[config.mk]
export PLATFORM = sky130hd
export DESIGN_NAME = mem_port_arbiter
export DESIGN_NICKNAME = d
export VERILOG_FILES = /design/src/rtl/mem_port_arbiter.sv
export SDC_FILE = /design/constraint.sdc
export NUM_CORES = 1
export LEC_CHECK = 0
export ABC_AREA = 1
export ABC_CLOCK_PERIOD_IN_PS = 1550
export BUFFER_PORTS_ARGS = -buffer_cell sky130_fd_sc_hd__buf_2
export CAP_MARGIN = 30
export CORE_AREA = 8 8 106 108
export CTS_CLUSTER_SIZE = 20
export DETAILED_ROUTE_END_ITERATION = 10
export DIE_AREA = 0 0 114 116
export GPL_TIMING_DRIVEN = 0
export PLACE_DENSITY = 0.68
export SYNTH_ARGS = -nofsm -noshare
export SYNTH_HDL_FRONTEND = slang
export SYNTH_SLANG_ARGS = --single-unit
[constraint.sdc]
create_clock -name clk -period 1.55 [get_ports clk]
set_clock_uncertainty 0.05 [all_clocks]
set_input_delay 0.0775 -clock clk [delete_from_list [all_inputs] [get_ports clk]]
set_output_delay 0.0775 -clock clk [all_outputs]
set_load 0.02 [all_outputs]
[src/rtl/mem_port_arbiter.sv]
// mem_port_arbiter: round-robin arbiter sharing one Avalon-MM host port between a burst reader and a burst writer.
module mem_port_arbiter #(
    parameter int ADDR_W = 32,
    parameter int DATA_W = 32,
    parameter int BCNT_W = 16
) (
    input  logic              clk,
    input  logic              reset,
    input  logic [ADDR_W-1:0] rd_address,
    input  logic              rd_read,
    input  logic [BCNT_W-1:0] rd_burstcount,
    output logic [DATA_W-1:0] rd_readdata,
    output logic              rd_readdatavalid,
    output logic              rd_waitrequest,
    input  logic [ADDR_W-1:0] wr_address,
    input  logic [DATA_W-1:0] wr_writedata,
    input  logic              wr_write,
    input  logic [BCNT_W-1:0] wr_burstcount,
    output logic              wr_waitrequest,
    output logic [ADDR_W-1:0] m_address,
    output logic [DATA_W-1:0] m_writedata,
    output logic              m_read,
    output logic              m_write,
    output logic [BCNT_W-1:0] m_burstcount,
    input  logic [DATA_W-1:0] m_readdata,
    input  logic              m_readdatavalid,
    input  logic              m_waitrequest,
    output logic              grant_rd,
    output logic              grant_wr,
    output logic              stray_rdv
);
    typedef enum logic [1:0] {IDLE, RD_CMD, RD_DATA, WR_BURST} state_e;
    state_e            state_q, state_d;
    logic [BCNT_W-1:0] cnt_q, cnt_d;
    logic              last_wr_q, last_wr_d, stray_q, stray_d;
    logic              in_rd_cmd, in_rd_data, in_wr;
    always_ff @(posedge clk) begin
        if (!reset) begin
            state_q   <= IDLE;
            cnt_q     <= '0;
            last_wr_q <= 1'b1;
            stray_q   <= 1'b0;
        end else begin
            state_q   <= state_d;
            cnt_q     <= cnt_d;
            last_wr_q <= last_wr_d;
            stray_q   <= stray_d;
        end
    end
    always_comb begin
        state_d   = state_q;
        cnt_d     = cnt_q;
        last_wr_d = last_wr_q;
        stray_d   = stray_q | (m_readdatavalid && state_q != RD_DATA);
        case (state_q)
            IDLE:
                if (rd_read && (!wr_write || last_wr_q)) state_d = RD_CMD;
                else if (wr_write) begin
                    state_d = WR_BURST;
                    cnt_d   = (wr_burstcount == '0) ? BCNT_W'(1) : wr_burstcount;
                end
            RD_CMD:
                if (rd_read && !m_waitrequest) begin
                    state_d = RD_DATA;
                    cnt_d   = (rd_burstcount == '0) ? BCNT_W'(1) : rd_burstcount;
                end
            RD_DATA:
                if (m_readdatavalid) begin
                    cnt_d = (cnt_q == '0) ? '0 : cnt_q - BCNT_W'(1);
                    if (cnt_q <= BCNT_W'(1)) begin
                        state_d   = IDLE;
                        last_wr_d = 1'b0;
                    end
                end
            WR_BURST:
                if (wr_write && !m_waitrequest) begin
                    cnt_d = (cnt_q == '0) ? '0 : cnt_q - BCNT_W'(1);
                    if (cnt_q <= BCNT_W'(1)) begin
                        state_d   = IDLE;
                        last_wr_d = 1'b1;
                    end
                end
        endcase
    end
    // Outputs are gated by reset so the host port is quiet while reset is held.
    assign in_rd_cmd        = reset && state_q == RD_CMD;
    assign in_rd_data       = reset && state_q == RD_DATA;
    assign in_wr            = reset && state_q == WR_BURST;
    assign m_read           = in_rd_cmd && rd_read;
    assign m_write          = in_wr && wr_write;
    assign m_address        = in_wr ? wr_address : rd_address;
    assign m_writedata      = wr_writedata;
    assign m_burstcount     = in_wr ? wr_burstcount : rd_burstcount;
    assign rd_waitrequest   = in_rd_cmd ? m_waitrequest : 1'b1;
    assign wr_waitrequest   = in_wr ? m_waitrequest : 1'b1;
    assign rd_readdatavalid = in_rd_data && m_readdatavalid;
    assign rd_readdata      = m_readdata;
    assign grant_rd         = in_rd_cmd || in_rd_data;
    assign grant_wr         = in_wr;
    assign stray_rdv        = stray_q;
endmodule

==> impl_metrics.csv <==
group,metric,value,unit
worst_setup_path,rr_startpoint,"state_q[1]",
global_route,grt_usage,0.183,
timing,hold_violations,0,
floorplanning,die_area,0.0132,mm2
detailed_routing,first_pass_iters,4,
detailed_routing,drtAntennaViolNets,0,
cells_and_area,num_antenna_cells,0,
timing,worst_pin_slew,291,ps
global_route,grt_pass1_vias,3992,
timing,slew_headroom,0.806,
timing,rsz0062_at_grt,"true",
global_route,grt_max_degree,16,
clocking,cts_tree,"yes",
cells_and_area,finish.utilization,0.524,
floorplanning,std_cell_rows,36,
clocking,clkSinkCount,20,
detailed_routing,vias,3922,
logic_synthesis,yosysSeqAreaShare,0.139,
clocking,clock_path_buffers,2,
power,cellPowerDensity,1320,mW/mm2
detailed_routing,viasPerCell,4.36,
clocking,cts_buffers,3,
timing,period_share,1.09,
clocking,hold_buffers,0,
flow_run,cap_violations,0,
floorplanning,ios,286,
logic_synthesis,synthCells,528,
timing,finalSetupTns,-4480,ps
logic_synthesis,synth_largest_area_cell,"nand2_1",
global_route,grt_pass1_wl,19.7,mm
clocking,clk_pin_slew_worst_paths,80,ps
floorplanning,initial_core_util,0.301,
detailed_routing,post-route-drc-count,0,
logic_synthesis,yosys_warnings,0,
detailed_routing,wl_per_cell,14.7,um
global_route,antenna_found_initial,0,
status,status,"finished with violations",
logic_synthesis,syn_area,0.00288,mm2
detailed_routing,initialDrtViolationCount,157,
timing,slew_viol_final,0,
floorplanning,die_x,114,um
place,place.gp.congestion,0.882,
logic_synthesis,ys_types,33,
timing,setup_violations,59,
worst_setup_path,crit_start,"state_q[1]",
timing,fmax,593,MHz
detailed_routing,wl,13.2,mm
clocking,clkLatencyLatePin,270,ps
timing,fin_crit,1690,ps
cells_and_area,fin_nets,937,
power,ir_worst_vdd,624,uV
timing,holdWs,11.6,ps
global_route,grt-ovfl-total,0,
logic_synthesis,synth_nets,697,
floorplanning,core_area,0.00955,mm2
place,place_area,0.00415,mm2
clocking,clockRootBuffer,"clkbuf_8",
power,leakage,2.80,nW
timing,setup_slack,-138,ps
logic_synthesis,avgSynthCellArea,5.45,um2
place,portBuffers,220,
place,dp_hpwl,10.7,mm
clocking,htreeDepth,1,
worst_setup_path,arrival,1560,ps
worst_setup_path,critPathRequiredTime,1420,ps
logic_synthesis,synth_top_area_share,0.269,
logic_synthesis,synth_area_leaders,"nand2_1, buf_4, dfxtp_1, nor2_1, nand3_1",
cells_and_area,drive_gt1_frac,0.532,
worst_setup_path,crit_path_start_kind,"flop",
status,failed_checks,"negative setup slack",
cells_and_area,synthToLayoutAreaGrowth,73.8,%
worst_hold_path,hold_path_class,"primary input to flop",
worst_setup_path,end_kind,"output pin",
floorplanning,die_h,116,um
worst_setup_path,crit_type,"flop to output pin",
worst_setup_path,crit_path_max_fanout,10,
cells_and_area,stdcell_area,0.00500,mm2
logic_synthesis,ys_seq_elements,20,
worst_hold_path,min_from,"m_readdatavalid",
place,dp_slack,-233,ps
## sequential cells by signal (all words and copies together), names as in the netlist
register and count:
cnt_q 16, last_wr_q 1, state_q 2, stray_rdv 1
## final timing paths
kind,slack [ps],end,depth (start not counted)
worst min-delay path,10,stray_rdv,3
worst max register to register,-40,cnt_q[2],10
worst max-delay path,-140,m_burstcount[11],8
worst min register to register,430,stray_rdv,2
## stage by stage
step                std cells  power, mW
finish                    900       6.58
global route              900       7.22
CTS                       900       6.36
detailed placement        881       5.37
global placement          881       5.34
floorplan                 528       4.25
## per-layer routing
layer | track usage | vias up | part of all wire
met1 | 0.194 | 1729 | 0.36
met4 | 0.0453 | 0 | 0.013
met3 | 0.0558 | 12 | 0.080
met5 | 0 | - | 0
met2 | 0.345 | 148 | 0.54
li1 | - | 2033 | -
## worst max-delay path, stage by stage (launching register included)
cell and delay (ps):
dfxtp_2 330, buf_6 120, nand2_4 50, nor2_4 150, buf_6 140, inv_8 50, clkbuf_16 160, o21ai_2 150
buf_6 140
## layout by cell type (no fill, tap or decap), types with 3 or more instances in the layout
master and n:
buf_2 175, nand2_1 167, buf_4 79, nor2_1 74, buf_6 45, nand2_2 37
inv_1 32, nand3_1 30, dfxtp_1 17, a21oi_1 15, o21ai_2 12, clkbuf_8 11
nand2_4 8, inv_2 5, o21ai_4 5, o21ai_0 5, nor2_2 4, xor2_1 4
nor2_4 3, o21ai_1 3, nor3_2 3, buf_12 3
## where the power goes
part / total, mW / leakage (nW) / internal [mW] / switching, mW
clock network: 0.418 / 0.0288 / 0.227 / 0.192
registers: 1.05 / 0.167 / 0.767 / 0.282
logic: 5.12 / 2.61 / 2.07 / 3.04
total: 6.58 / 2.80 / 3.07 / 3.52
## layout make-up
type	instances	area, um2
Tap cell	133	166
Inverter	42	180
Multi-Input combinational cell	387	1980
Fill cell	988	4550
Sequential cell	20	407
Buffer	78	677
Timing Repair Buffer	236	1530
Clock buffer	4	55.1
## cell families after synthesis
family | count (synthesis) | share of synthesized area
AO/OA/AOI/OAI | 44 | 0.100
XOR/XNOR | 6 | 0.0183
buffers and inverters | 122 | 0.256
AND/OR/NAND/NOR | 333 | 0.473
adder cells (fa/ha/maj) | 3 | 0.0130
flip-flops | 20 | 0.139
## synth_stat cells
| cell type | count |
|---|---|
| a21oi_1 | 15 |
| a21oi_4 | 1 |
| a22o_1 | 1 |
| buf_12 | 1 |
| buf_2 | 4 |
| buf_4 | 67 |
| clkbuf_1 | 8 |
| clkinv_1 | 1 |
| dfxtp_1 | 20 |
| ha_1 | 3 |
| inv_1 | 34 |
| inv_2 | 6 |
| inv_8 | 1 |
| nand2_1 | 206 |
| nand2_2 | 4 |
| nand2_4 | 1 |
| nand2_8 | 1 |
| nand3_1 | 30 |
| nand4_1 | 1 |
| nor2_1 | 78 |
| nor2_2 | 3 |
| nor2_8 | 1 |
| nor3_1 | 5 |
| o21a_1 | 1 |
| o21ai_0 | 8 |
| o21ai_1 | 6 |
| o21ai_2 | 10 |
| o21ai_4 | 1 |
| o21bai_1 | 1 |
| or2_0 | 1 |
| or2_2 | 2 |
| xnor2_1 | 2 |
| xor2_1 | 4 |
## timing repair
item,in CTS,in global routing
gates resized for setup,164,45
buffers inserted,10,1
pin swaps,13,4
endpoints found under the setup margin,65,73
cloned,6,1
No activity file was read; power rests on OpenSTA's default activity.
